## config.mk

```make
export PLATFORM = sky130hd
export DESIGN_NAME = pb_bounce_gen
export DESIGN_NICKNAME = d
export VERILOG_FILES = /design/src/rtl/pb_bounce_gen.sv
export SDC_FILE = /design/constraint.sdc
export NUM_CORES = 1
export LEC_CHECK = 0
export BUFFER_PORTS_ARGS = -buffer_cell sky130_fd_sc_hd__buf_2
export CAP_MARGIN = 20
export CORE_ASPECT_RATIO = 1.5
export CORE_MARGIN = 2
export CORE_UTILIZATION = 55
export CTS_CLUSTER_DIAMETER = 150
export DETAILED_ROUTE_END_ITERATION = 6
export PLACE_DENSITY_LB_ADDON = 0.08
export SLEW_MARGIN = 10
export SYNTH_ARGS = -nofsm -noshare
export SYNTH_HDL_FRONTEND = slang
export SYNTH_SLANG_ARGS = --single-unit
```

## constraint.sdc

```tcl
create_clock -name clk -period 4.9 [get_ports clk]
set_input_delay 0.245 -clock clk [delete_from_list [all_inputs] [get_ports clk]]
set_output_delay 0.245 -clock clk [all_outputs]
set_load 0.005 [all_outputs]
```

## src/rtl/pb_bounce_gen.sv

```systemverilog
// pb_bounce_gen: push-button emulator. A one-cycle trig produces a bouncy
// press, a clean hold of HOLD_CYC cycles and a bouncy release on pb_out.
// Bounce segment lengths come from a 16-bit Galois LFSR (1..2^BOUNCE_W cycles).
// Build option PB_BOUNCE_FIXED_EN: when defined, every bounce segment is
// exactly 2^BOUNCE_W cycles, which makes the waveform fully deterministic.
module pb_bounce_gen #(
  parameter int unsigned BOUNCE_PAIRS = 3,
  parameter int unsigned BOUNCE_W     = 4,
  parameter int unsigned HOLD_CYC     = 100,
  parameter logic [15:0] LFSR_SEED    = 16'hACE1
) (
  input  logic clk,
  input  logic rst,
  input  logic trig,
  output logic pb_out,
  output logic busy,
  output logic done
);

  localparam int unsigned IVL_W   = BOUNCE_W + 1;
  localparam int unsigned HOLD_W  = $clog2(HOLD_CYC + 1);
  localparam int unsigned CNT_W   = (IVL_W > HOLD_W) ? IVL_W : HOLD_W;
  localparam int unsigned TOG_MAX = 2 * BOUNCE_PAIRS;
  localparam int unsigned TOG_W   = (TOG_MAX < 2) ? 1 : $clog2(TOG_MAX + 1);
  localparam int unsigned TOG_PEN = (TOG_MAX == 0) ? 0 : TOG_MAX - 1;
  localparam logic [15:0] SEED    = (LFSR_SEED == 16'h0000) ? 16'h0001 : LFSR_SEED;
  // x^16 + x^14 + x^13 + x^11 + 1, right-shifting Galois form
  localparam logic [15:0] TAPS    = 16'hB400;
  localparam logic [CNT_W-1:0] HOLD_LD = CNT_W'(HOLD_CYC);
  localparam logic [CNT_W-1:0] ONE     = CNT_W'(1);

  typedef enum logic [1:0] {IDLE, PRESS_B, HOLD, REL_B} state_t;

  state_t             state_q, state_d;
  logic [15:0]        lfsr_q, lfsr_d;
  logic [CNT_W-1:0]   cnt_q, cnt_d;
  logic [TOG_W-1:0]   tog_q, tog_d;
  logic               pb_q, pb_d;
  logic               busy_q, busy_d;
  logic               done_q, done_d;
  logic [CNT_W-1:0]   ivl;
  logic               seg_end;
  logic               last_tog;

  assign lfsr_d = {1'b0, lfsr_q[15:1]} ^ (lfsr_q[0] ? TAPS : 16'h0000);

`ifdef PB_BOUNCE_FIXED_EN
  assign ivl = CNT_W'(1 << BOUNCE_W);
`else
  assign ivl = CNT_W'(lfsr_q[BOUNCE_W-1:0]) + ONE;
`endif

  // a segment loaded with N ends on the N-th edge after the load
  assign seg_end  = (cnt_q == ONE);
  assign last_tog = (tog_q == TOG_W'(TOG_PEN));

  // state and datapath registers; reset wins over everything
  always_ff @(posedge clk) begin
    if (rst) begin
      state_q <= IDLE;
      lfsr_q  <= SEED;
      cnt_q   <= '0;
      tog_q   <= '0;
      pb_q    <= 1'b0;
      busy_q  <= 1'b0;
      done_q  <= 1'b0;
    end else begin
      state_q <= state_d;
      lfsr_q  <= lfsr_d;
      cnt_q   <= cnt_d;
      tog_q   <= tog_d;
      pb_q    <= pb_d;
      busy_q  <= busy_d;
      done_q  <= done_d;
    end
  end

  // next-state: trig only matters in IDLE, so it is dropped while busy
  always_comb begin
    state_d = state_q;
    case (state_q)
      IDLE:    if (trig) state_d = (BOUNCE_PAIRS == 0) ? HOLD : PRESS_B;
      PRESS_B: if (seg_end && last_tog) state_d = HOLD;
      HOLD:    if (seg_end) state_d = (BOUNCE_PAIRS == 0) ? IDLE : REL_B;
      REL_B:   if (seg_end && last_tog) state_d = IDLE;
      default: state_d = IDLE;
    endcase
  end

  // next values of the counters and registered outputs
  always_comb begin
    pb_d   = pb_q;
    busy_d = busy_q;
    done_d = 1'b0;
    cnt_d  = cnt_q;
    tog_d  = tog_q;
    case (state_q)
      IDLE: begin
        if (trig) begin
          pb_d   = 1'b1;
          busy_d = 1'b1;
          tog_d  = '0;
          cnt_d  = (BOUNCE_PAIRS == 0) ? HOLD_LD : ivl;
        end
      end
      PRESS_B, REL_B: begin
        if (seg_end) begin
          // even toggle count leaves pb_out at its segment-start level
          pb_d  = ~pb_q;
          tog_d = tog_q + TOG_W'(1);
          if (last_tog) begin
            if (state_q == PRESS_B) begin
              cnt_d = HOLD_LD;
            end else begin
              busy_d = 1'b0;
              done_d = 1'b1;
              cnt_d  = '0;
            end
          end else begin
            cnt_d = ivl;
          end
        end else begin
          cnt_d = cnt_q - ONE;
        end
      end
      HOLD: begin
        if (seg_end) begin
          pb_d  = 1'b0;
          tog_d = '0;
          if (BOUNCE_PAIRS == 0) begin
            busy_d = 1'b0;
            done_d = 1'b1;
            cnt_d  = '0;
          end else begin
            cnt_d = ivl;
          end
        end else begin
          cnt_d = cnt_q - ONE;
        end
      end
      default: begin
        pb_d   = 1'b0;
        busy_d = 1'b0;
      end
    endcase
  end

  assign pb_out = pb_q;
  assign busy   = busy_q;
  assign done   = done_q;

endmodule
```

* Word-level counts from Yosys, hierarchy flattened
Index checks and enable logic that the tools add are counted. W data, S select, Z words.
Operators by class: div/mod/pow operators 0, mux-type cells 25, equal/unequal tests 12, shift-type cells 0, multipliers 0, bitwise gates (word level) 5, magnitude comparators 0, $add $sub $neg 3, reduce and logical (&&, ||, !) cells 8
Operators with widths (count):
- $mux W7 | 5
- $pmux W7 S3 | 1
- $mux W16 | 1
- $xor A15 B16 Y16 | 1
- $ne A2 B2 Y1 const B | 7
- $mux W3 | 3
- $pmux W3 S3 | 1
- $mux W2 | 4
- $pmux W2 S4 | 1
- $eq A7 B1 Y1 const B | 1
- $mux W1 | 7
- $sub A7 B1 Y7 const B | 1
- $add A4 B1 Y5 const B | 1
- $reduce_and A5 Y1 | 1
- $eq A2 B2 Y1 const B | 2
- $not A1 Y1 | 4
- $reduce_and A4 Y1 | 1
- $reduce_or A4 Y1 | 1
- $add A3 B1 Y3 const B | 1
- $eq A3 B3 Y1 const B | 1
- $pmux W1 S3 | 1
- $reduce_and A3 Y1 | 1
- $eq A2 B1 Y1 const B | 1
- $logic_not A2 Y1 | 1
- 4 further kinds | 4
Storage, ports and cells: memories 0, input port bits 3, register bits 31, latch bits 0, bits in read-only memories 0, bits in writable memories 0, output and inout port bits 3

* Longest topological paths before layout
Gate-level depths: netlist of run 1.
depth after elaboration 5, gate-level depth with buffers 8, gate-level depth less buffers 7

* Worst setup path before layout of run 1
OpenSTA, ideal clock, no wires.
path kind register to register, start point reg cnt_q[2], end point reg tog_q[2], buffers on the path 1, period minus slack after synthesis 1.832 ns, stages on the path, launching flop included 7, slack 3.068 ns, setup time 0.070 ns, arrival 1.762 ns, cells stage by stage dfxtp_1 -> buf_6 -> or4_4 -> nor2_4 -> o21ai_2 -> or4b_1 -> a21oi_1
Between the ends: longest elaborated chain between the ends 3, elaborated cells on any way between the ends 4, classes of those cells eq/ne (3); reduce/logical (1)
Ends and longest elaborated chain:
- start: declaration | line 36 | logic [CNT_W-1:0] cnt_q, cnt_d;
- start signal: assignment | line 70 | cnt_q <= cnt_d;
- $eq A7 B1 Y1 * | line 54 | assign seg_end = (cnt_q == ONE);
- $ne A2 B2 Y1 (no line)
- $reduce_and A3 Y1 (no line) *
- end signal: assignment | line 71 | tog_q <= tog_d;
- end: declaration | line 37 | logic [TOG_W-1:0] tog_q, tog_d;
Every way passes the cells marked *; elsewhere a longest branch is shown, timed or not. A chain may end at the register's enable or synchronous reset.

* Final worst setup path of run 1
start point reg state_q[1], end point reg cnt_q[3]
Between the ends: longest elaborated chain between the ends 3, elaborated cells on any way between the ends 7, classes of those cells eq/ne (4); mux (1); reduce/logical (2)
Ends and longest elaborated chain:
- start: declaration | line 34 | state_t state_q, state_d;
- start signal: assignment | line 68 | state_q <= state_d;
- $eq A2 B1 Y1 / $eq A2 B2 Y1 (equally long branches) | line 97 | case (state_q)
- $reduce_or A2 Y1 | line 97
- $pmux W7 S3 | line 97
Several ways; a longest one is shown, not always the timed one.

==> results of run 1 <==
## kinds of logic (layout without fill, tap and decap cells)
family	Yosys count	in the layout	synth area share, %
adders and majority gates	10	10	8.22
DFF	31	31	40.8
xor gates and xnor gates	6	6	3.45
AOI/OAI and AO/OA	37	37	16.9
muxes	4	4	2.63
and+or+nand+nor	62	62	24.1
buffers and inverters	14	21	3.94
## path summary, 6_finish.rpt
path,to,cells after the start
worst min-delay path,lfsr_q[11]$_SDFF_PP1_,1
worst max-delay path,cnt_q[3]$_SDFFE_PP0N_,7
worst max register to register,cnt_q[3]$_SDFFE_PP0N_,7
worst min register to register,lfsr_q[11]$_SDFF_PP1_,1
## layout make-up
type	instances	share of cell area (%)
timing repair buffer	5	1.49
inverter	8	1.79
clock inverter	3	2.61
clock buffer	5	4.10
tap	37	2.76
multi-input combinational	119	50.2
sequential	31	37.0
## metrics by stage
step | power (mW) | instance area (sq um) | worst slack [ns] | std cells | hold slack (ns)
after detailed placement | 0.764 | 1560 | 2.75 | 200 | 0.395
after global placement | 0.755 | 1560 | 2.87 | 200 | 0.396
after CTS | 1.01 | 1680 | 2.75 | 208 | 0.409
final | 1.01 | 1680 | 2.79 | 208 | 0.411
after floorplan | 0.674 | 1520 | 3.07 | 164 | 0.362
after global routing | 1.08 | 1680 | 2.54 | 208 | 0.437
## worst max-delay path: stages (launching register included)
cell                       delay, ns
sky130_fd_sc_hd__dfxtp_1        0.42
sky130_fd_sc_hd__inv_1          0.11
sky130_fd_sc_hd__ha_1           0.30
sky130_fd_sc_hd__nor2_1         0.28
sky130_fd_sc_hd__inv_1          0.12
sky130_fd_sc_hd__a211oi_1       0.42
sky130_fd_sc_hd__nand2b_1       0.25
sky130_fd_sc_hd__o21ai_0        0.11
## flip-flops by register name (all words and copies together), names as in the netlist
register	cells
tog_q	3
done	1
busy	1
state_q	2
cnt_q	7
lfsr_q	16
pb_out	1
## synth_stat cells, drive strengths merged (2+ instances only)
master,count
or3,2
a2111oi,3
ha,10
or2,6
inv,8
nand2b,8
or4,2
nand3,2
a21oi,8
o21ai,10
nand2,8
a211o,2
o41ai,3
mux2i,4
a31oi,2
dfxtp,31
nor3,3
clkbuf,5
nor2b,10
xnor2,5
nor2,15
## power by group through the flow
stage,registers [mW],clock network [mW],logic (mW)
2_1_floorplan,0.330,0,0.343
3_3_place_gp,0.341,0,0.414
3_5_place_dp,0.343,0,0.421
4_1_cts,0.338,0.255,0.421
5_1_grt,0.344,0.265,0.468
6_report,0.338,0.250,0.425
## metal layers
metal	wire length, um	vias up	global-route usage, %
li1	-	597	-
met1	1260	591	24.7
met2	1560	25	38.2
met3	103	10	6.60
met4	86	0	11.1
met5	0	-	0
==> out/summary.md, run 1 <==
The flow ran to the end, and the final reports show no timing, DRC or antenna violations. In this run switching power makes up 38.6% of total power. 0 antenna diodes ended up in the layout. By area the synthesized netlist is led by sky130_fd_sc_hd__dfxtp_1 (41%), sky130_fd_sc_hd__ha_1 (8.2%), sky130_fd_sc_hd__nor2b_1 (4.1%), sky130_fd_sc_hd__nor2_1 (3.5%), sky130_fd_sc_hd__nand2b_1 (3.3%). The cell count after synthesis came out at 164.

The initial antenna violation count was 0; the share of layout cells above drive strength 1 was 14.6%. The tools report the launch point of the worst path as state_q[1]$_SDFFE_PP0P_. The floorplan step set the die height to 68.4 um. For the TritonCTS buffer count, the log shows 5.

The cell sitting at the root of the clock tree is a sky130_fd_sc_hd__clkbuf_8. Entering global routing, the biggest net connects 33 pins. Final worst-path cycle share: 43.1%.

The logs give 1,144 for the number of global-route vias before repair and 2 for the level count of the clock H-tree. The worst pin sits at a relative slew slack of 64.8%. The launch point of the worst reg-to-reg path was state_q[1]$_SDFFE_PP0P_. The post-synthesis async set-or-reset flop share works out to 0%. For the number of remaining DRC errors, the log shows 0. Of the total power, registers draw 33.4%. Data on the critical path arrives at its endpoint at 2.29 ns. After clock tree synthesis, the clock-pin slew on the worst setup and hold paths is 0.07 ns. Measured on the finished design, the core utilization comes to 63.3%. The first TritonRoute pass finished after 4 iterations. Relative to the synthesized area, the layout overhead comes to 10.1%.

Highest net fanout along the worst path: 6. Required time at the worst-slack endpoint: 5.07 ns. The logs give 0 for the warning count from the yosys run and 1,223 for the count of vias placed by the detailed router. The worst setup path is launched from a register.

The wire-length estimate of the detail-placed layout is 2240 um. The clock insertion delay at the later pin of the skew report was 0.29 ns; the area share of the largest cell type after synthesis was 40.8%. The type of the worst min-delay path is register to register. The cts-stage hold buffer count is 0, and the average vias per placed instance is 5.88. A synthesized cell averages 9.28 sq um. The leading cell type in the layout, fill and taps excluded is sky130_fd_sc_hd__dfxtp_1. The logs give 57.5% for the starting density of the core and 183 for the net count reported at finish.

In this run the horizontal extent of the chip is 47.0 um. Total of fill cells in the finished design: 240. On the final layout, the worst clock skew is 0.00606 ns. The smallest clock period supported by the final layout is computed as 2.11 ns.

The run gives 42.0% as the power share of the combinational group. Global-route usage over all layers: 22.5%. Summed over all nets, the switching power comes to 391 uW. The logs give 44 for the distinct cell type count after synthesis and 0.669 nW for the leakage power figure. The total clock sinks is 31. The max-slew violation total from the final report is 0.

The total overflow left after global routing is 0. VDD sags by at most 0.345 mV. The synthesized netlist net count came out at 177. The logs give 40.8% for the post-synthesis sequential area ratio and 621 sq um for the sequential cell area in the final layout. The transition time of the tightest slew-check pin is 0.527 ns.

In this run the count of I/O pins placed on the die edge is 6. The tools report the worst hold path startpoint as lfsr_q[12]$_SDFF_PP0_. The first-pass GRT wire length is 5070 um. After synthesis the cells add up to 0.00152 sq mm.

Adding up every negative setup slack in the final design gives 0 ns. The logs give 0 for the final number of hold-violating endpoints and 0 for the number of gates resized after CTS. The post-route antenna net violation count is 0, and the floorplan row count is 23. The area of the die was 0.00321 sq mm. After detailed routing, the average wire length per cell comes to 14.4 um. TritonCTS built the clock tree. The core region is 0.00265 sq mm. The routed wire length is 3000 um.

No sink is reached through more buffers than the 2 on the longest clock path. Setup violations remaining at the end of the flow were counted as 0. The cell type contributing the most total cell area after synthesis is sky130_fd_sc_hd__dfxtp_1. The number of maximum-capacitance violations is 0.

The tools report the endpoint class of the critical path as a register. The proportion of power drawn by the clock network was 24.7%; the routability congestion estimate was 0.938. The post-synthesis register bit count was 31. The library cells used most frequently in the layout, excluding fill and tap cells, are sky130_fd_sc_hd__dfxtp_1 (31), sky130_fd_sc_hd__nor2_1 (14), sky130_fd_sc_hd__nor2b_1 (10), sky130_fd_sc_hd__ha_1 (10). Input and output buffers added on the ports amount to 5. The critical path class is register to register. The highest clock frequency the design can meet is 473 MHz, and the combined area of the multi-input logic cells is 842 sq um. The number of DRC markers in iteration 0 is 39. The number of synthesized flops with an enable pin came out at 0.

Most frequently used flop master after synthesis: sky130_fd_sc_hd__dfxtp_1. The logs give 2.79 ns for the register-to-register setup slack and 622 uW for the internal power of the cells. Setup repair after global routing left no endpoint under its margin. The post-CTS repair timing setup buffer count is 0, and the ratio of total power to cell area is 604 mW/mm^2.
Note: power is estimated with default switching activity, not from simulation.
==> inputs of run 2 (changes only) <==
==> constraint.sdc (replaced) <==
create_clock -name clk -period 2.05 [get_ports clk]
set_input_delay 0.1025 -clock clk [delete_from_list [all_inputs] [get_ports clk]]
set_output_delay 0.1025 -clock clk [all_outputs]
set_load 0.005 [all_outputs]
==> run 2 against run 1 <==
Against the previous run: count of clock-buffer cells in the layout grew 1; hold slack lost 0.13 ns; flip-flop and latch count is the same; largest cell class unchanged; largest power group unchanged.
==> out/summary.md, run 2 (same netlist as run 1, synthesis figures left out) <==
Setup repair after global routing left no endpoint under its margin. Cells with a size suffix above 1 make up 18.3% of the layout. In this run the critical register-to-register path is captured at tog_q[2]$_SDFFE_PP0P_.

In the finished design, the share of the clock period the worst path needs comes to 95.2%. In this run the horizontal extent of the chip is 47.0 um. In this run switching power makes up 37.9% of total power. The max-slew violation total from the final report was 0. The run gives 0.00327 ns as the final worst clock skew. Endpoint class of the critical path: a register. The final cell count without fillers was 212; the final number of hold-violating endpoints was 0. The tools report the proportion of power drawn by the clock network as 24.1%. The area growth from synthesis to layout came out at 13.0%. Of the total power, combinational logic draws 44.3%.

The tools report the initial antenna violation count as 0. The critical path class is register to register. The cts-stage hold buffer count is 0.

The run gives 0 as the number of setup violations in the final report. Clock latency on the worst-skew pair, taken at its later pin, is 0.28 ns. For the count of vias placed by the detailed router, the log shows 1,203. The tools report the number of global-route vias before repair as 1,252. The post-route antenna net violation count was 0; the routed wire length per instance was 15.4 um. The power dissipated by switching net loads was 969 uW. The run gives 0.694 nW as the leakage power figure. Post-CTS timing repair inserted 0 buffers for setup.

The post-route minimum period is 1.95 ns, and the number of iterations in the first detailed-routing pass is 4. For the final routed database, the setup TNS stands at 0 ns. For this run, design rule violations remaining after detail routing come to 0. The largest net degree at the start of global routing is 33, and the final core utilization is 65.0%.

The clock tree root driver cell was sky130_fd_sc_hd__clkbuf_8. Gates resized during post-CTS repair numbered 0. Counting tap cells, the placed design contains a total of 204 instances.

For the power after layout, the log shows 2.56 mW. The global-route usage over all layers is 24.9%, and the clock transition time at the flip-flop clock pins of the worst setup and hold paths is 0.06 ns. For this design, the sink count on the clock tree is 31.

Ranked by flip-flop count, first place goes to lfsr_q. The initial utilization of the core area, before any placement, comes to 57.5%. Along the worst path, the maximum fanout reaches 7. The number of cells on the worst reg-to-reg path works out to 6. The run gives 5530 um as the first-pass GRT wire length.

The average vias per placed instance was 5.67. In the final layout, the registers with the most flip-flops are lfsr_q x16, cnt_q x7, tog_q x3. The arrival time at the worst endpoint is 2.17 ns. Routability-driven placement finished with a final weighted congestion of 0.892.

STA classifies the critical path startpoint as a register. In the final design database the tool counted 187 nets. The longest clock path from root to sink contains 2 buffers.

Count of buffers inserted at the top-level ports: 5. The tools report the worst setup path endpoint as tog_q[2]$_SDFFE_PP0P_. In the layout the commonest cells are sky130_fd_sc_hd__dfxtp_1 (30), sky130_fd_sc_hd__nor2_1 (13), sky130_fd_sc_hd__nor2b_1 (10), sky130_fd_sc_hd__ha_1 (10). TritonCTS built the clock tree. The worst register-to-register path begins at state_q[0]$_SDFFE_PP0P_. The transition time of the tightest slew-check pin is 0.533 ns, and the floorplan row count is 23. The global route total overflow is 0. The worst hold margin was 0.280 ns.

In this run the number of H-tree levels came out at 2. The floorplan step defined a die boundary enclosing 0.00321 sq mm. IR analysis of the VDD net gives a maximum drop of 0.951 mV.

Cell internal power was estimated by the tool at 1.59 mW. The flow ran to the end, and the final reports show no timing, DRC or antenna violations. The register with the most flip-flops in the layout has 16 of them. Detailed placement finished with a half-perimeter wire length of 2330 um. For the worst relative slew slack, the log shows 64.5%.

The type of the worst min-delay path was input pin to register. The ratio of total power to cell area is 1490 mW/mm^2, and the placeable core region is 0.00265 sq mm. Registers are responsible for 31.6% of the overall power. The number of maximum-capacitance violations was 0; the number of DRC markers in iteration 0 was 9.

In this run the worst setup path begins at state_q[0]$_SDFFE_PP0P_. Summed over all layers, the routed wires come to 3260 um. Setup slack on the worst reg-to-reg path comes out at 0.1 ns. For the TritonCTS buffer count, the log shows 5. Die height: 68.4 um. The highest clock frequency the design can meet is 512 MHz. Count of pins on the block boundary: 6.

The leading cell type in the layout, fill and taps excluded is sky130_fd_sc_hd__dfxtp_1. The number of diodes is 0, and the required time at the worst-slack endpoint is 2.26 ns.
## run 2: changes by cell type in the layout (fill, tap and decap cells not counted), sizes merged
| cell | previous run | this run |
|---|---|---|
| buf | 5 | 9 |
| clkbuf | 5 | 6 |
| clkinv | 2 | 1 |
## run 2: how the worst min path moves through the flow
stage,start,endpoint,slack [ns],cells after the start
2_1_floorplan,rst,lfsr_q[15]$_SDFF_PP1_,0.22,1
3_3_place_gp,lfsr_q[6]$_SDFF_PP1_,lfsr_q[5]$_SDFF_PP1_,0.40,1
3_5_place_dp,lfsr_q[6]$_SDFF_PP1_,lfsr_q[5]$_SDFF_PP1_,0.40,1
4_1_cts,rst,state_q[1]$_SDFFE_PP0P_,0.27,2
5_1_grt,rst,state_q[1]$_SDFFE_PP0P_,0.30,2
6_report,rst,state_q[1]$_SDFFE_PP0P_,0.28,2
## run 2: routing by layer
layer | up-vias | GRT usage, % | wire, um
li1 | 599 | - | -
met1 | 567 | 25.3 | 1330
met2 | 25 | 42.0 | 1680
met3 | 12 | 6.60 | 107
met4 | 0 | 18.1 | 139
met5 | - | 0 | 0
## run 2: power by group through the flow
| stage | combinational [mW] | sequential [mW] | clock (mW) |
|---|---|---|---|
| after floorplan | 0.821 | 0.789 | 0 |
| final | 1.13 | 0.807 | 0.616 |
| after global placement | 1.09 | 0.808 | 0 |
| after global routing | 1.25 | 0.822 | 0.654 |
| after CTS | 1.12 | 0.802 | 0.636 |
| after detailed placement | 1.10 | 0.815 | 0 |
## run 2: cell type report
type	count	area, sq um
fill	236	927
multi-input combinational	119	850
sequential	31	622
clock buffer	6	82.6
timing repair buffer	9	55.1
tap	37	46.3
clock inverter	2	35.0
inverter	8	30.0
## run 2: through the flow
step,cell area (sq um),setup WS [ns]
global route,1720,0.00637
CTS,1710,0.00243
global placement,1590,0.133
floorplan,1520,0.218
finish,1720,0.0976
detailed placement,1590,0.0178
## run 2: worst max-delay path, stage by stage, from the launching register on
cell                      delay [ns]
sky130_fd_sc_hd__dfxtp_1        0.40
sky130_fd_sc_hd__inv_1          0.13
sky130_fd_sc_hd__ha_1           0.31
sky130_fd_sc_hd__nor3_4         0.26
sky130_fd_sc_hd__o21ai_2        0.14
sky130_fd_sc_hd__or4b_1         0.48
sky130_fd_sc_hd__a21oi_1        0.15
==> inputs of run 3 (changes only) <==
--- a/config.mk
+++ b/config.mk
@@ -5,6 +5,7 @@
 export SDC_FILE = /design/constraint.sdc
 export NUM_CORES = 1
 export LEC_CHECK = 0
+export ABC_AREA = 1
 export BUFFER_PORTS_ARGS = -buffer_cell sky130_fd_sc_hd__buf_2
 export CAP_MARGIN = 20
 export CORE_ASPECT_RATIO = 1.5
==> run 3 against run 2 <==
Against the previous run: first-iteration DRC count increased to 7.1 times the previous value; synthesized area rose by 2.9%; register-to-register slack improved by 0.34 ns; clock power down 8.9%; clock skew hardly changed; core utilization down 0.83 points; wire length decreased by 13%; total power grew 3.3%; die area is 2.7% higher; count of clock-buffer cells in the layout did not move; largest cell class unchanged; largest power group unchanged; highest routed layer unchanged.
==> out/summary.md, run 3 <==
The synthesized design devotes to its leading area cell type 39.6% of total area. The tools report the sum of negative setup slack as 0 ns. On the final layout, the worst clock skew is 0.00370 ns. In this run, placement finished with an instance count of 240. The logs give 1.78 ns for the arrival time at the worst endpoint and 0 for the number of setup violations in the final report. The number of cells on the worst reg-to-reg path is 10. The tools report the worst hold path startpoint as trig. The run gives 0.00271 sq mm as the placeable core region. The floorplan has 23 rows. Cells with a size suffix above 1 make up 17.1% of the layout.

The critical path class is register to register. The area growth from synthesis to layout is 10.8%. The global route total overflow is 0, and the die height is 69.4 um. For this configuration, the core starts out at a cell density of 57.9%. Critical path startpoint category: a register. Synthesis handed over a netlist of 200 instances.

Launch point of the worst reg-to-reg path: state_q[1]$_SDFFE_PP0P_. For the worst-skew pair, the clock arrives at the later sink with an insertion delay of 0.28 ns. The TritonCTS buffer count is 5. Summed over all cells, the static leakage comes to 0.804 nW. In the final routed layout, each cell accounts on average for 11.5 um. STA puts the critical path data required time at 2.22 ns. The chip width is 47.6 um, and the total of fill cells in the finished design is 262.

The count of vias placed by the detailed router was 1,253. Average vias per placed instance: 5.07. The area of the die was 0.00330 sq mm. Measured against its own limit, the worst slew margin works out to 71.2%. For the distinct cell type count after synthesis, the log shows 31.

The worst register-to-register path ends at tog_q[2]$_SDFFE_PP0P_. The worst-case IR drop observed on VDD is 1.02 mV. Hold repair after CTS inserted 0 buffers. The ratio of total power to cell area came out at 1520 mW/mm^2.

In this run the worst hold path is classified as input pin to register. The flow ran to the end, and the final reports show no timing, DRC or antenna violations. In the layout the commonest cells are sky130_fd_sc_hd__nand2_1 (32), sky130_fd_sc_hd__dfxtp_1 (31), sky130_fd_sc_hd__inv_1 (27). The post-synthesis register bit count came out at 31. The terminating pin of the worst hold path is cnt_q[5]$_SDFFE_PP0N_.

The run gives 1,220 as the number of global-route vias before repair. The number of remaining DRC errors was 0. The clock transition time at the flip-flop clock pins of the worst setup and hold paths was 0.06 ns; the number of DRC markers in iteration 0 was 64.

For the pin with the worst max-slew slack, the measured transition is 0.433 ns. Routability-driven placement finished with a final weighted congestion of 0.802. For this run, the detailed router's first-pass iteration total came to 4. Summed over all nets, the half-perimeter wirelength after detailed placement is 2210 um. The clock tree root driver cell is sky130_fd_sc_hd__clkbuf_8.

The run gives 2840 um as the routed wire length. The clock drives 31 sinks. Endpoint class of the critical path: a register. The level count of the clock H-tree was 2; the worst slack after detailed placement was 0.436 ns. Setup repair after global routing left no endpoint under its margin. The register-to-register setup slack is 0.44 ns. Across every metal layer, demand over resource in global routing totals 20.4%.

The register with the most flip-flops in the layout has 16 of them. The post-synthesis async set-or-reset flop share is 0%, and the mean instance size in the synthesized netlist is 7.83 sq um. The number of antenna diodes in the final layout is 0. For the cell area after synthesis, the log shows 0.00157 sq mm. The run gives 0 as the max-slew violation total from the final report. The register name with the most flops is lfsr_q. TritonCTS built the clock tree.

In the final layout, the registers with the most flip-flops are lfsr_q x16, cnt_q x7, tog_q x3. Of the available clock period, the critical path in the final layout requires 78.5%. The number of maximum-capacitance violations was 0.

By count the netlist is led by sky130_fd_sc_hd__nand2_1 (32), sky130_fd_sc_hd__dfxtp_1 (31), sky130_fd_sc_hd__inv_1 (27). The cell type contributing the most total cell area after synthesis was sky130_fd_sc_hd__dfxtp_1. For this run, the number of Yosys warnings is 0. The library cell with the highest instance count after synthesis is sky130_fd_sc_hd__nand2_1.

The highest net fanout along the worst path is 6, and the initial antenna violation count is 0. Among all flip-flop cells after synthesis, the most frequent one is sky130_fd_sc_hd__dfxtp_1. The number of gates resized after CTS was 0.

For the maximum count of clock buffers along a single path, the log shows 2. Timing would allow up to 621 MHz. The first global-routing pass estimated 4900 um of wire.

Leaving out fill and tap cells, the most frequent cell in the layout is sky130_fd_sc_hd__nand2_1. The post-CTS repair timing setup buffer count is 0, and the post-route minimum period is 1.61 ns. The net count reported at finish was 223; the hold-critical path depth was 4. During I/O placement, the number of pins put on the boundary was 6.

By area the synthesized netlist is led by sky130_fd_sc_hd__dfxtp_1 (40%), sky130_fd_sc_hd__ha_1 (8.0%), sky130_fd_sc_hd__nand2_1 (7.7%), sky130_fd_sc_hd__a21oi_1 (6.7%), sky130_fd_sc_hd__inv_1 (6.5%). When the netlist entered floorplanning its net count stood at 213. The tools report the power after layout as 2.64 mW. The number of synthesized flops with an enable pin works out to 0.

The count of nets left with antenna violations once routing finished came out at 0. The tools report the final number of hold-violating endpoints as 0. Hold timing on the final database bottoms out at a slack of 0.161 ns.

The final cell count without fillers is 247. Entering global routing, the biggest net connects 26 pins. The tools report the worst path setup slack after routing as 0.440 ns. The count of buffers inserted at the top-level ports was 5; the post-synthesis sequential area ratio was 39.6%.
==> run 3: logic make-up after synthesis <==
kind of cell / after synthesis / share of synthesized area (%)
flops: 31 / 39.6
buf+inv: 32 / 7.75
xor+xnor: 3 / 1.68
fa+ha+maj: 10 / 7.99
compound gates: 32 / 10.8
simple gates: 92 / 32.2
==> run 3: per-stage QoR <==
stage / utilization, % / cell area [sq um]
floorplan: - / 1570
detailed placement: 60.4 / 1630
global placement: 60.4 / 1630
CTS: 64.2 / 1740
finish: 64.2 / 1740
global route: 64.2 / 1740
==> run 3: report_power, final <==
| part | leakage [nW] | internal (mW) | switching, mW |
|---|---|---|---|
| logic | 0.496 | 0.475 | 0.774 |
| registers | 0.257 | 0.716 | 0.116 |
| clock network | 0.0513 | 0.355 | 0.206 |
==> run 3: layer usage <==
layer,share of wire [%],global-route usage (%)
met3,3.0,6.25
met4,3.6,10.5
met2,53,33.9
met1,40,21.8
met5,0,0
==> run 3: how the worst max path moves through the flow <==
stage                                  from                    end  cells past startpoint
floorplan           state_q[1]$_SDFFE_PP0P_  tog_q[2]$_SDFFE_PP0P_                     10
global placement    state_q[1]$_SDFFE_PP0P_  tog_q[2]$_SDFFE_PP0P_                     10
detailed placement  state_q[1]$_SDFFE_PP0P_  tog_q[2]$_SDFFE_PP0P_                     10
CTS                 state_q[1]$_SDFFE_PP0P_  tog_q[2]$_SDFFE_PP0P_                     10
global route        state_q[1]$_SDFFE_PP0P_  tog_q[2]$_SDFFE_PP0P_                     10
finish              state_q[1]$_SDFFE_PP0P_  tog_q[2]$_SDFFE_PP0P_                     10
==> run 3: layout make-up <==
| cell class | instances | area, sq um | area share, % |
|---|---|---|---|
| timing repair buffer | 6 | 32.5 | 1.87 |
| clock buffer | 6 | 72.6 | 4.18 |
| clock inverter | 1 | 30.0 | 1.73 |
| sequential | 31 | 621 | 35.8 |
| tap | 37 | 46.3 | 2.67 |
| inverter | 29 | 109 | 6.27 |
| multi-input combinational | 137 | 825 | 47.5 |
==> run 3: critical path, stage by stage, from the launching register on <==
cell and delay [ns]:
sky130_fd_sc_hd__dfxtp_1 0.33, sky130_fd_sc_hd__inv_1 0.14, sky130_fd_sc_hd__ha_1 0.23, sky130_fd_sc_hd__inv_2 0.06
sky130_fd_sc_hd__nand2_2 0.19, sky130_fd_sc_hd__nor2_8 0.05, sky130_fd_sc_hd__nor2_2 0.18, sky130_fd_sc_hd__nor2_4 0.06
sky130_fd_sc_hd__a21o_1 0.16, sky130_fd_sc_hd__nand2_1 0.06, sky130_fd_sc_hd__nor2_1 0.04
